--- src/rtl/bpf_axilite_code_loader_if.sv ---
// AXI-Lite write-channel bundle between the code loader (master) and the
// packet filter's register slave.
interface bpf_axilite_code_loader_if #(
  parameter int AXI_ADDR_WIDTH = 12
);
  logic [AXI_ADDR_WIDTH-1:0] awaddr;
  logic [2:0]                awprot;
  logic                      awvalid;
  logic                      awready;
  logic [31:0]               wdata;
  logic [3:0]                wstrb;
  logic                      wvalid;
  logic                      wready;
  logic [1:0]                bresp;
  logic                      bvalid;
  logic                      bready;

  modport master (
    output awaddr, awprot, awvalid, wdata, wstrb, wvalid, bready,
    input  awready, wready, bresp, bvalid
  );

  modport slave (
    input  awaddr, awprot, awvalid, wdata, wstrb, wvalid, bready,
    output awready, wready, bresp, bvalid
  );
endinterface

--- src/rtl/bpf_axilite_code_loader.sv ---
// Streams 64-bit BPF instructions into the filter over AXI-Lite: stop, reset code
// pointer, write LO/HI per instruction, restart on TLAST. Define LOADER_TIMEOUT_EN for a B/AW/W watchdog.
module bpf_axilite_code_loader #(
  parameter int                        AXI_ADDR_WIDTH  = 12,
  parameter int                        CODE_ADDR_WIDTH = 10,
  parameter logic [AXI_ADDR_WIDTH-1:0] BASE_ADDR       = 'h000,
  parameter int                        TIMEOUT_CYCLES  = 1024
) (
  input  logic                         axi_aclk,
  input  logic                         axi_areset,
  input  logic [63:0]                  instr_TDATA,
  input  logic                         instr_TVALID,
  input  logic                         instr_TLAST,
  output logic                         instr_TREADY,
  bpf_axilite_code_loader_if.master    m_axi,
  output logic                         busy,
  output logic                         done,
  output logic                         err_resp,
  output logic                         err_ovf
);

  typedef enum logic [2:0] {
    S_IDLE, S_STOP, S_PTR, S_FETCH, S_LO, S_HI, S_RUN, S_DRAIN
  } state_t;

  localparam logic [CODE_ADDR_WIDTH:0] DEPTH = {1'b1, {CODE_ADDR_WIDTH{1'b0}}};

  if (TIMEOUT_CYCLES < 1) begin : g_timeout_check
    $error("TIMEOUT_CYCLES must be at least 1");
  end

  state_t                   state, state_n;
  logic                     awvalid_q, awvalid_n;
  logic                     wvalid_q, wvalid_n;
  logic                     bready_q, bready_n;
  logic                     busy_n, done_n, err_resp_n, err_ovf_n;
  logic [CODE_ADDR_WIDTH:0] count_q, count_n;
  logic                     tlast_q, tlast_n;
  logic [63:0]              instr_q;
  logic                     fetch_fire;
  logic [AXI_ADDR_WIDTH-1:0] offset;

`ifdef LOADER_TIMEOUT_EN
  localparam int WD_W = $clog2(TIMEOUT_CYCLES + 1);
  logic [WD_W-1:0] wd_q, wd_n;
`endif

  assign instr_TREADY  = (state == S_FETCH) || (state == S_DRAIN);
  assign fetch_fire    = (state == S_FETCH) && instr_TVALID;

  assign m_axi.awvalid = awvalid_q;
  assign m_axi.wvalid  = wvalid_q;
  assign m_axi.bready  = bready_q;
  assign m_axi.awprot  = 3'b000;
  assign m_axi.wstrb   = 4'hF;
  assign m_axi.awaddr  = BASE_ADDR + offset;

  // Address and data are pure functions of state/latched word, so they hold until accepted
  always_comb begin
    offset       = '0;
    m_axi.wdata  = 32'd0;
    case (state)
      S_PTR:   offset = AXI_ADDR_WIDTH'(4'h4);
      S_LO:    begin offset = AXI_ADDR_WIDTH'(4'h8); m_axi.wdata = instr_q[31:0];  end
      S_HI:    begin offset = AXI_ADDR_WIDTH'(4'hC); m_axi.wdata = instr_q[63:32]; end
      S_RUN:   m_axi.wdata = 32'd1;
      default: ;
    endcase
  end

  always_comb begin
    state_n    = state;
    awvalid_n  = awvalid_q;
    wvalid_n   = wvalid_q;
    bready_n   = bready_q;
    busy_n     = busy;
    done_n     = 1'b0;
    err_resp_n = err_resp;
    err_ovf_n  = err_ovf;
    count_n    = count_q;
    tlast_n    = tlast_q;
`ifdef LOADER_TIMEOUT_EN
    wd_n       = wd_q;
`endif
    case (state)
      S_IDLE: if (instr_TVALID) begin
        state_n    = S_STOP;
        awvalid_n  = 1'b1;
        wvalid_n   = 1'b1;
        busy_n     = 1'b1;
        err_resp_n = 1'b0;
        err_ovf_n  = 1'b0;
        count_n    = '0;
        tlast_n    = 1'b0;
      end
      S_FETCH: if (instr_TVALID) begin
        tlast_n = instr_TLAST;
        if (count_q == DEPTH) begin
          err_ovf_n = 1'b1;
          state_n   = instr_TLAST ? S_IDLE : S_DRAIN;
          busy_n    = !instr_TLAST;
        end else begin
          state_n   = S_LO;
          awvalid_n = 1'b1;
          wvalid_n  = 1'b1;
        end
      end
      S_DRAIN: if (instr_TVALID && instr_TLAST) begin
        state_n = S_IDLE;
        busy_n  = 1'b0;
      end
      default: begin
        awvalid_n = awvalid_q && !m_axi.awready;
        wvalid_n  = wvalid_q && !m_axi.wready;
        if (!bready_q && !awvalid_n && !wvalid_n) bready_n = 1'b1;
`ifdef LOADER_TIMEOUT_EN
        wd_n = wd_q + 1'b1;
`endif
        if (bready_q && m_axi.bvalid) begin
          bready_n = 1'b0;
          if (m_axi.bresp != 2'b00) begin
            // A failed write never leads to RUN; drain the rest unless TLAST is already in hand
            err_resp_n = 1'b1;
            state_n    = tlast_q ? S_IDLE : S_DRAIN;
            busy_n     = !tlast_q;
          end else begin
            case (state)
              S_STOP: begin state_n = S_PTR; awvalid_n = 1'b1; wvalid_n = 1'b1; end
              S_PTR:  state_n = S_FETCH;
              S_LO:   begin state_n = S_HI; awvalid_n = 1'b1; wvalid_n = 1'b1; end
              S_HI: begin
                count_n = count_q + 1'b1;
                if (tlast_q) begin
                  state_n   = S_RUN;
                  awvalid_n = 1'b1;
                  wvalid_n  = 1'b1;
                end else begin
                  state_n = S_FETCH;
                end
              end
              default: begin state_n = S_IDLE; busy_n = 1'b0; done_n = 1'b1; end
            endcase
          end
        end
`ifdef LOADER_TIMEOUT_EN
        else if (wd_q == WD_W'(TIMEOUT_CYCLES - 1)) begin
          awvalid_n  = 1'b0;
          wvalid_n   = 1'b0;
          bready_n   = 1'b0;
          err_resp_n = 1'b1;
          state_n    = tlast_q ? S_IDLE : S_DRAIN;
          busy_n     = !tlast_q;
        end
`endif
      end
    endcase
`ifdef LOADER_TIMEOUT_EN
    if (state_n != state) wd_n = '0;
`endif
  end

  always_ff @(posedge axi_aclk or posedge axi_areset) begin
    if (axi_areset) begin
      state     <= S_IDLE;
      awvalid_q <= 1'b0;
      wvalid_q  <= 1'b0;
      bready_q  <= 1'b0;
      busy      <= 1'b0;
      done      <= 1'b0;
      err_resp  <= 1'b0;
      err_ovf   <= 1'b0;
      count_q   <= '0;
      tlast_q   <= 1'b0;
`ifdef LOADER_TIMEOUT_EN
      wd_q      <= '0;
`endif
    end else begin
      state     <= state_n;
      awvalid_q <= awvalid_n;
      wvalid_q  <= wvalid_n;
      bready_q  <= bready_n;
      busy      <= busy_n;
      done      <= done_n;
      err_resp  <= err_resp_n;
      err_ovf   <= err_ovf_n;
      count_q   <= count_n;
      tlast_q   <= tlast_n;
`ifdef LOADER_TIMEOUT_EN
      wd_q      <= wd_n;
`endif
    end
  end

  always_ff @(posedge axi_aclk) begin
    if (fetch_fire) instr_q <= instr_TDATA;
  end

endmodule

--- src/flat_wrapper.sv ---
// flat-port wrapper written by rule: the top's interface ports become plain ports
module bpf_axilite_code_loader_flat 
#(
  parameter int                        AXI_ADDR_WIDTH  = 12,
  parameter int                        CODE_ADDR_WIDTH = 10,
  parameter logic [AXI_ADDR_WIDTH-1:0] BASE_ADDR       = 'h000,
  parameter int                        TIMEOUT_CYCLES  = 1024
)
  (axi_aclk, axi_areset, instr_TDATA, instr_TVALID, instr_TLAST, instr_TREADY, busy, done, err_resp, err_ovf, m_axi_awaddr, m_axi_awprot, m_axi_awvalid, m_axi_wdata, m_axi_wstrb, m_axi_wvalid, m_axi_bready, m_axi_awready, m_axi_wready, m_axi_bresp, m_axi_bvalid);
  bpf_axilite_code_loader_if #(.AXI_ADDR_WIDTH(AXI_ADDR_WIDTH)) m_axi_i ();
  input  logic axi_aclk;
  input  logic axi_areset;
  input  logic [63:0] instr_TDATA;
  input  logic instr_TVALID;
  input  logic instr_TLAST;
  output logic instr_TREADY;
  output logic busy;
  output logic done;
  output logic err_resp;
  output logic err_ovf;
  output wire logic [$bits(m_axi_i.awaddr)-1:0] m_axi_awaddr;
  output wire logic [$bits(m_axi_i.awprot)-1:0] m_axi_awprot;
  output wire logic [$bits(m_axi_i.awvalid)-1:0] m_axi_awvalid;
  output wire logic [$bits(m_axi_i.wdata)-1:0] m_axi_wdata;
  output wire logic [$bits(m_axi_i.wstrb)-1:0] m_axi_wstrb;
  output wire logic [$bits(m_axi_i.wvalid)-1:0] m_axi_wvalid;
  output wire logic [$bits(m_axi_i.bready)-1:0] m_axi_bready;
  input wire logic [$bits(m_axi_i.awready)-1:0] m_axi_awready;
  input wire logic [$bits(m_axi_i.wready)-1:0] m_axi_wready;
  input wire logic [$bits(m_axi_i.bresp)-1:0] m_axi_bresp;
  input wire logic [$bits(m_axi_i.bvalid)-1:0] m_axi_bvalid;
  assign m_axi_awaddr = m_axi_i.awaddr;
  assign m_axi_awprot = m_axi_i.awprot;
  assign m_axi_awvalid = m_axi_i.awvalid;
  assign m_axi_wdata = m_axi_i.wdata;
  assign m_axi_wstrb = m_axi_i.wstrb;
  assign m_axi_wvalid = m_axi_i.wvalid;
  assign m_axi_bready = m_axi_i.bready;
  assign m_axi_i.awready = m_axi_awready;
  assign m_axi_i.wready = m_axi_wready;
  assign m_axi_i.bresp = m_axi_bresp;
  assign m_axi_i.bvalid = m_axi_bvalid;
  bpf_axilite_code_loader #(.AXI_ADDR_WIDTH(AXI_ADDR_WIDTH), .CODE_ADDR_WIDTH(CODE_ADDR_WIDTH), .BASE_ADDR(BASE_ADDR), .TIMEOUT_CYCLES(TIMEOUT_CYCLES)) u_core (.axi_aclk(axi_aclk), .axi_areset(axi_areset), .instr_TDATA(instr_TDATA), .instr_TVALID(instr_TVALID), .instr_TLAST(instr_TLAST), .instr_TREADY(instr_TREADY), .m_axi(m_axi_i), .busy(busy), .done(done), .err_resp(err_resp), .err_ovf(err_ovf));
endmodule
--- config.mk ---
export PLATFORM = sky130hd
export DESIGN_NAME = bpf_axilite_code_loader_flat
export DESIGN_NICKNAME = d
export VERILOG_FILES = /design/src/rtl/bpf_axilite_code_loader_if.sv /design/src/rtl/bpf_axilite_code_loader.sv /design/src/flat_wrapper.sv
export SDC_FILE = /design/constraint.sdc
export NUM_CORES = 1
export LEC_CHECK = 0
export BUFFER_PORTS_ARGS = -buffer_cell sky130_fd_sc_hd__buf_2
export CELL_PAD_IN_SITES_DETAIL_PLACEMENT = 1
export CELL_PAD_IN_SITES_GLOBAL_PLACEMENT = 1
export CORE_MARGIN = 2
export CORE_UTILIZATION = 42
export CTS_CLUSTER_DIAMETER = 120
export DETAILED_ROUTE_END_ITERATION = 8
export PLACE_DENSITY_LB_ADDON = 0.1
export REMOVE_ABC_BUFFERS = 1
export SYNTH_ARGS = -nofsm -noshare
export SYNTH_HDL_FRONTEND = slang
export SYNTH_SLANG_ARGS = --single-unit
export TNS_END_PERCENT = 5
--- constraint.sdc ---
create_clock -name axi_aclk -period 8.3 [get_ports axi_aclk]
set_clock_uncertainty 0.1 [all_clocks]
set_input_delay 0.415 -clock axi_aclk [delete_from_list [all_inputs] [get_ports axi_aclk]]
set_output_delay 0.415 -clock axi_aclk [all_outputs]
set_load 0.05 [all_outputs]
Yosys cells after proc, flatten, opt, wreduce, memory -nomap -nowiden --
Cells that the tools add are included. W data, S select, Z words.
Cells by class: add/subtract/negate cells 1, equality and inequality tests 15, muxes and demuxes 53, bitwise logic cells 3, reduce and logical (&&, ||, !) cells 35
Operator list (number):
- $pmux W32 S3 | 1
- $mux W11 | 4
- $mux W1 | 27
- $mux W3 | 9
- $pmux W11 S2 | 1
- $reduce_and A4 Y1 | 4
- $eq A3 B3 Y1 const B | 4
- $ne A2 B2 Y1 const B | 6
- $pmux W3 S4 | 1
- $pmux W4 S3 | 1
- $reduce_bool A2 Y1 | 6
- $add A11 B1 Y11 const B | 1
- $eq A11 B11 Y1 const B | 1
- $pmux W1 S2 | 5
- $pmux W1 S3 | 3
- $pmux W3 S3 | 1
- $logic_and A1 B1 Y1 | 7
- $logic_not A1 Y1 | 7
- $eq A3 B2 Y1 const B | 2
- $reduce_and A6 Y1 | 1
- $ne A5 B1 Y1 const B | 1
- $reduce_and A5 Y1 | 1
- $reduce_bool A4 Y1 | 1
- $reduce_or A2 Y1 | 2
- other kinds (8) | 10
Word-level totals: register bits after elaboration 86, input bits 73, output and inout bits 59

Depth between registers and ports, before layout --
Gate-level depths: netlist (run 1).
depth after elaboration 7, mapped depth 8, gate-level depth less buffers 6

Worst setup path after synthesis (run 1) --
Ideal clock, no wire load.
path kind reg-to-reg, from register u_core.state[0], to register u_core.instr_q[0], enable pin, arrival 3.474 ns, path slack 4.239 ns, path buffers 2, cell stages (with the launch flop) 5, data required time 7.713 ns, setup time 0.487 ns, cells stage by stage dfrtp_1 buf_6 buf_2 nand2_1 nor2_1
On the way: cells in the longest elaborated chain, start to end 2
RTL lines:
- start: declaration | line bpf_axilite_code_loader.sv:32 | state_t state, state_n;
- start signal: assignment | line bpf_axilite_code_loader.sv:178 | state <= state_n;
- $eq A3 B2 Y1 | line bpf_axilite_code_loader.sv:49 | assign fetch_fire = (state == S_FETCH) && instr_TVALID;
- $logic_and A1 B1 Y1 | line bpf_axilite_code_loader.sv:49
- via u_core.fetch_fire | line bpf_axilite_code_loader.sv:40 | logic fetch_fire;
- end signal: assignment | line bpf_axilite_code_loader.sv:195 | if (fetch_fire) instr_q <= instr_TDATA;
- end: declaration | line bpf_axilite_code_loader.sv:39 | logic [63:0] instr_q;
The timed path passes the listed nets, and every way through them passes these cells. A chain may end at the register's enable or synchronous reset.

Worst setup path after layout (run 1) --
from register u_core.state[1], to output port m_axi_awaddr[3]
On the way: cells in the longest elaborated chain, start to end 2, elaborated cells between the ends (all ways) 4
RTL lines:
- $eq A3 B3 Y1 / $eq A3 B2 Y1 (equally long branches) | line bpf_axilite_code_loader.sv:62 | case (state)
- $pmux W4 S3 * | line bpf_axilite_code_loader.sv:62
- end: declaration | line flat_wrapper.sv:21 | output wire logic [$bits(m_axi_i.awaddr)-1:0] m_axi_awaddr;
Mark *: on every way between the ends. The rest lies on a longest branch, timed or not.

==> results.json, run 1 <==
{
  "placedCellCount": 559,
  "postPlaceCellArea_um2": 4650,
  "synth_seq_cells": 86,
  "yosysSeqAreaShare": 0.614,
  "synth_area_leader_cell": "edfxtp_1",
  "period_needed_ns": 2.93,
  "insertion_delay_ns": 0.35,
  "synth_common_cells": "edfxtp_1 (64), nor2_1 (47), mux2i_1 (31), dfrtp_1 (22), o21ai_0 (18)",
  "start_util": 0.434,
  "p_int_mw": 0.858,
  "relSlewSlack": 0.378,
  "drtPass1Iterations": 4,
  "synth-edff-count": 64,
  "fin_util": 0.520,
  "synth_cell_types": 50,
  "worst_ep_required_time_ns": 7.79,
  "clockBufferDepth": 2,
  "report.final.slew_viol_count": 0,
  "postCtsSetupBuffers": 0,
  "async_flop_share": 0.256,
  "fin_area_um2": 4830,
  "min_path_cells": 1,
  "crit_fanout": 29,
  "rrSetupSlack_ns": 5.58,
  "combPwrFrac": 0.490,
  "synth_top_area_share": 0.477,
  "path_class": "reg2out",
  "finalNonFillerCells": 575,
  "dieArea_um2": 10400,
  "arrival_ns": 2.41,
  "hold_viol_final": 0,
  "num-nets-final": 516,
  "synthTopCellsByArea": "edfxtp_1 (48%), dfrtp_1 (14%), mux2i_1 (7.7%)",
  "drtIter0Drc": 133,
  "cts_sinks": 86,
  "num_rows": 35,
  "yosys_warnings": 0,
  "p_switching_mw": 0.849,
  "crit_buf_inv": 3,
  "cp_cell_sequence": "nand2b_1 > buf_4 > inv_1 > buf_2",
  "grt_pass1_vias": 3066,
  "vias": 2949,
  "cp_top_family": "flip-flops",
  "drc": 0,
  "cap_violations": 0,
  "path_clk_slew_ns": 0.10,
  "tightest_slew_ns": 0.933,
  "port_buffers": 114,
  "min_period_over_period": 0.353,
  "yosysMostFrequentCell": "edfxtp_1",
  "drive_gt1_frac": 0.321,
  "ios": 132,
  "syn_area_per_cell_um2": 12.1,
  "grt-ovfl-total": 0,
  "fmax_mhz": 341,
  "worstReg2RegStart": "u_core.state[1]",
  "slowest_stage": "dfrtp_1",
  "clockPowerShare": 0.161,
  "core-area_um2": 9280,
  "hold_path_class": "in2reg",
  "n_antenna_cell": 0,
  "postCtsResizedCells": 0,
  "setup_tns_ns": 0,
  "fp.dieH_um": 102,
  "holdPathEnd": "u_core.instr_q[35]",
  "routed_wl_um": 9580,
  "area_growth_pct": 20.0,
  "r2r_end": "u_core.count_q[4]",
  "worst_setup_path_end_kind": "primary output",
  "htree_levels": 3,
  "status": "completed",
  "cp_slowest_stage_delay_ns": 0.96,
  "routedWlPerCell_um": 16.7,
  "drtAntennaViolNets": 0,
  "crit_path_start_kind": "flip-flop",
  "leakagePower_nw": 2.09,
  "grt_usage": 0.194,
  "grt_first_pass_wirelength_um": 15300,
  "antenna_found_initial": 0,
  "numCtsBuffers": 9,
  "synth_area_um2": 4030,
  "cts-root-buf": "clkbuf_8",
  "die_w_um": 102,
  "ir_worst_vdd_mv": 0.179,
  "cts_tree": "done",
  "gp_congestion": 0.811,
  "reg2regPathDepth": 5,
  "power_frac_seq": 0.350,
  "ys.flop_type": "edfxtp_1",
  "grt_start_max_net_pins": 65,
  "power_density_nw_per_um2": 354,
  "rsz0062_at_grt": "false",
  "hold_path.startpoint": "instr_TDATA[35]",
  "postCtsHoldBufs": 0,
  "netlist_instances": 332,
  "setup_violations": 0,
  "vias_per_cell": 5.13,
  "place_hpwl_um": 6850,
  "power_switching_share": 0.497
}
## cell families after synthesis
kind of cell             Yosys count  synth area share
multiplexers                      31            0.0771
adder cells (fa/ha/maj)            3           0.00870
other                              2           0.00187
AND/OR/NAND/NOR                   97             0.116
buffers and inverters             47            0.0625
flip-flops                        86             0.614
AO/OA/AOI/OAI                     60             0.107
XOR/XNOR                           6            0.0131
## cell type report
| type | instances | area [um^2] |
|---|---|---|
| timing repair buffer | 118 | 601 |
| multi-input combinational | 214 | 1370 |
| inverter | 12 | 45.0 |
| tap | 129 | 161 |
| clock inverter | 7 | 58.8 |
| sequential | 86 | 2470 |
| clock buffer | 9 | 124 |
| fill | 1035 | 4460 |
## placed cells by master, fill, tap and decap left out, types with 4 or more instances in the layout
master | synthesis | routed
clkbuf_8 | 0 | 9
edfxtp_1 | 64 | 64
conb_1 | 2 | 17
mux2i_1 | 31 | 31
buf_2 | 3 | 114
buf_4 | 17 | 4
nor2_1 | 47 | 46
xor2_1 | 6 | 6
inv_1 | 12 | 12
o21ai_0 | 18 | 18
nand2_1 | 17 | 17
nand2b_1 | 4 | 4
a21oi_1 | 10 | 10
a31oi_1 | 5 | 5
dfrtp_1 | 22 | 21
o211ai_1 | 5 | 5
## registers in the layout, summed over array words and instances (netlist names)
register and cells:
u_core.instr_q 64, u_core.count_q 11, u_core.state 3, u_core.busy 1, u_core.done 1, u_core.err_ovf 1, u_core.err_resp 1, u_core.m_axi.awvalid 1
u_core.m_axi.bready 1, u_core.m_axi.wvalid 1, u_core.tlast_q 1
## through the flow
step	total power, mW	worst slack, ns	hold slack, ns
after floorplan	1.23	2.95	0.304
after global placement	1.44	5.64	0.388
after detailed placement	1.45	5.62	0.415
after CTS	1.72	5.32	0.108
after global routing	1.81	5.21	0.100
final	1.71	5.37	0.123
## power by group through the flow
stage | Combinational, mW | Clock (mW) | Sequential [mW]
global placement | 0.837 | 0 | 0.602
floorplan | 0.581 | 0 | 0.649
CTS | 0.846 | 0.281 | 0.597
finish | 0.836 | 0.274 | 0.597
detailed placement | 0.843 | 0 | 0.607
global route | 0.901 | 0.302 | 0.608
## metal layers
layer  share of wire  vias to the layer above  global-route usage
met4          0.0089                        0              0.0646
li1                -                     1395                   -
met2            0.49                      107               0.328
met5               0                        -                   0
met1            0.43                     1439               0.252
met3           0.064                        8              0.0397
## worst register-to-register path, delay by kind of cell (launching register included)
kind / cells / cell delay, ns
and+or+nand+nor: 4 / 1.36
AOI/OAI and AO/OA: 1 / 0.24
DFF: 1 / 0.96
## how the worst max path moves through the flow
stage               startpoint                end  slack [ns]  cells past startpoint
6_report       u_core.state[1]    m_axi_awaddr[3]        5.37                      4
2_1_floorplan  u_core.state[0]  u_core.instr_q[0]        2.95                      2
5_1_grt        u_core.state[1]    m_axi_awaddr[3]        5.21                      4
3_5_place_dp   u_core.state[1]  u_core.count_q[4]        5.62                      5
3_3_place_gp   u_core.state[1]  u_core.count_q[4]        5.64                      5
4_1_cts        u_core.state[1]    m_axi_awaddr[3]        5.32                      4
Note: power is estimated with default switching activity, not from simulation.
==> run 2, diff against run 1 <==
--- a/config.mk
+++ b/config.mk
@@ -9,7 +9,7 @@
 export CELL_PAD_IN_SITES_DETAIL_PLACEMENT = 1
 export CELL_PAD_IN_SITES_GLOBAL_PLACEMENT = 1
 export CORE_MARGIN = 2
-export CORE_UTILIZATION = 42
+export CORE_UTILIZATION = 39
 export CTS_CLUSTER_DIAMETER = 120
 export DETAILED_ROUTE_END_ITERATION = 8
 export PLACE_DENSITY_LB_ADDON = 0.1
==> constraint.sdc (replaced) <==
create_clock -name axi_aclk -period 2.8 [get_ports axi_aclk]
set_clock_uncertainty 0.1 [all_clocks]
set_input_delay 0.14 -clock axi_aclk [delete_from_list [all_inputs] [get_ports axi_aclk]]
set_output_delay 0.14 -clock axi_aclk [all_outputs]
set_load 0.05 [all_outputs]
==> run 2 against run 1 <==
  * Non-clock buffer count increased by 72
  * Cell area grew 16%
  * Register-to-register slack worse by 5.0 ns
  * Final cell count increased by 14%
  * Clock power increased to 3.4 times the previous value
  * First-iteration DRC count shrank 38%
  * Combinational power rose to 3.2 times the previous value
  * Clock-buffer cell count unchanged
  * Power grew to 3.1 times the previous value
  * Global-route usage up 1.1 points
  * Worst setup slack lost 5.0 ns
  * Worst hold slack got worse by 0.067 ns
==> results.json, run 2 (synthesis gave the netlist of run 1 again) <==
{
  "cts_sinks": 86,
  "dieArea_um2": 11100,
  "fmax_mhz": 419,
  "report.final.slew_viol_count": 0,
  "arrival_ns": 2.15,
  "num_rows": 37,
  "cts-root-buf": "clkbuf_8",
  "grt_usage": 0.205,
  "insertion_delay_ns": 0.37,
  "fin_util": 0.550,
  "reg2regPathDepth": 7,
  "vias": 3239,
  "slowest_stage": "dfrtp_1",
  "hold_path_class": "in2reg",
  "hold_viol_final": 0,
  "grt-ovfl-total": 0,
  "cts_tree": "done",
  "antenna_found_initial": 1,
  "grt_pass1_vias": 3533,
  "area_growth_pct": 39.0,
  "endpoint": "m_axi_wdata[20]",
  "drive_gt1_frac": 0.286,
  "p_int_mw": 2.76,
  "numCtsBuffers": 9,
  "rrSetupSlack_ns": 0.61,
  "power_switching_share": 0.483,
  "gp_congestion": 0.803,
  "reg.largest.list": "u_core.instr_q: 64 flops, u_core.count_q: 11 flops, u_core.state: 3 flops",
  "postCtsResizedCells": 0,
  "ios": 132,
  "num-nets-final": 588,
  "crit_buf_inv": 3,
  "port_buffers": 114,
  "fp.dieH_um": 106,
  "cp_cell_sequence": "buf_4 > nand2b_1 > buf_12 > nor2_1 > buf_2",
  "drtIter0Drc": 82,
  "worst_setup_path_end_kind": "primary output",
  "place_hpwl_um": 6670,
  "worstReg2RegStart": "u_core.state[1]",
  "path_class": "reg2out",
  "path_clk_slew_ns": 0.10,
  "worst_ep_required_time_ns": 2.56,
  "min_period_over_period": 0.853,
  "rsz0062_at_grt": "false",
  "crit_fanout": 26,
  "relSlewSlack": 0.409,
  "drc": 0,
  "critPathLaunch": "u_core.state[1]",
  "die_w_um": 106,
  "power_frac_seq": 0.319,
  "placedCellCount": 570,
  "clockBufferDepth": 2,
  "grt_start_max_net_pins": 65,
  "drtPass1Iterations": 4,
  "final_cell_mix": "buf_2 (114), dlygate4sd3_1 (68), edfxtp_1 (64)",
  "cp_top_family": "buffers and inverters",
  "drtAntennaViolNets": 0,
  "crit_path_start_kind": "flip-flop",
  "setup_tns_ns": 0,
  "cp.depth": 5,
  "finalNonFillerCells": 655,
  "r2r_end": "u_core.state[1]",
  "setup_violations": 0,
  "largest_register_ffs": 64,
  "p_switching_mw": 2.58,
  "power_density_nw_per_um2": 953,
  "final_common_cell": "buf_2",
  "cap_violations": 0,
  "cp_slowest_stage_delay_ns": 0.52,
  "clockPowerShare": 0.174,
  "routed_wl_um": 11000,
  "top_register": "u_core.instr_q",
  "tightest_slew_ns": 0.885,
  "routedWlPerCell_um": 16.8,
  "leakagePower_nw": 2.41,
  "core-area_um2": 10200,
  "grt_first_pass_wirelength_um": 17700,
  "combPwrFrac": 0.508,
  "ir_worst_vdd_mv": 0.519,
  "htree_levels": 3,
  "start_util": 0.395,
  "vias_per_cell": 4.95,
  "period_needed_ns": 2.39,
  "status": "completed"
}
[run 2: cell count changes in the layout (fill, tap and decap cells not counted)]
cell,delta
diode_2,+1
inv_8,+1
clkinv_8,-1
buf_4,+2
clkinv_4,-1
bufinv_16,+1
buf_12,+2
clkinv_1,-1
dlygate4sd3_1,+68
inv_6,+1
[run 2: area by class of cell]
type | instances | area [um^2]
diodes | 1 | 2.50
clock buffers | 9 | 124
clock inverters | 7 | 80.1
fillers | 1096 | 4590
inverters | 12 | 45.0
multi-input cells | 214 | 1370
flip-flops and latches | 86 | 2470
well taps | 136 | 170
repair buffers | 190 | 1340
[run 2: power by group through the flow]
stage | Sequential, mW | Combinational, mW | Clock (mW)
2_1_floorplan | 1.92 | 1.72 | 0
3_3_place_gp | 1.71 | 2.62 | 0
3_5_place_dp | 1.73 | 2.63 | 0
4_1_cts | 1.70 | 2.71 | 0.949
5_1_grt | 1.73 | 2.90 | 1.01
6_report | 1.70 | 2.71 | 0.926
[run 2: how the worst min path moves through the flow]
stage                          from                  to  slack, ns  depth (start not counted)
floorplan                axi_areset         u_core.busy       0.03                          1
finish                  instr_TLAST      u_core.tlast_q       0.06                          3
global route            instr_TLAST      u_core.tlast_q       0.11                          3
CTS                     instr_TLAST      u_core.tlast_q       0.04                          3
detailed placement  instr_TDATA[30]  u_core.instr_q[30]       0.22                          1
global placement    instr_TDATA[30]  u_core.instr_q[30]       0.22                          1
[run 2: per-layer routing]
layer	GRT usage	up-vias	wire, um
met5	0	-	0
met4	0.0780	0	214
met3	0.0544	20	543
met2	0.356	100	5700
met1	0.243	1579	4540
li1	-	1540	-
[run 2: what timing repair did]
item	in CTS	in global routing
hold buffers	68	0
buffers inserted	0	0
hold endpoints to repair	89	0
[run 2: tightest hold or removal path, stage by stage]
cell and delay (ns):
buf_2 0.14, a31oi_1 0.09, o21ai_0 0.13
[run 2: stage by stage]
stage          power, mW  instance area [um^2]  worst slack (ns)  hold slack, ns
2_1_floorplan       3.65                  3870             -2.55          0.0292
3_3_place_gp        4.33                  4710             0.704           0.216
3_5_place_dp        4.36                  4710             0.649           0.218
4_1_cts             5.36                  5590             0.393          0.0377
5_1_grt             5.63                  5600             0.245           0.113
6_report            5.33                  5600             0.413          0.0555
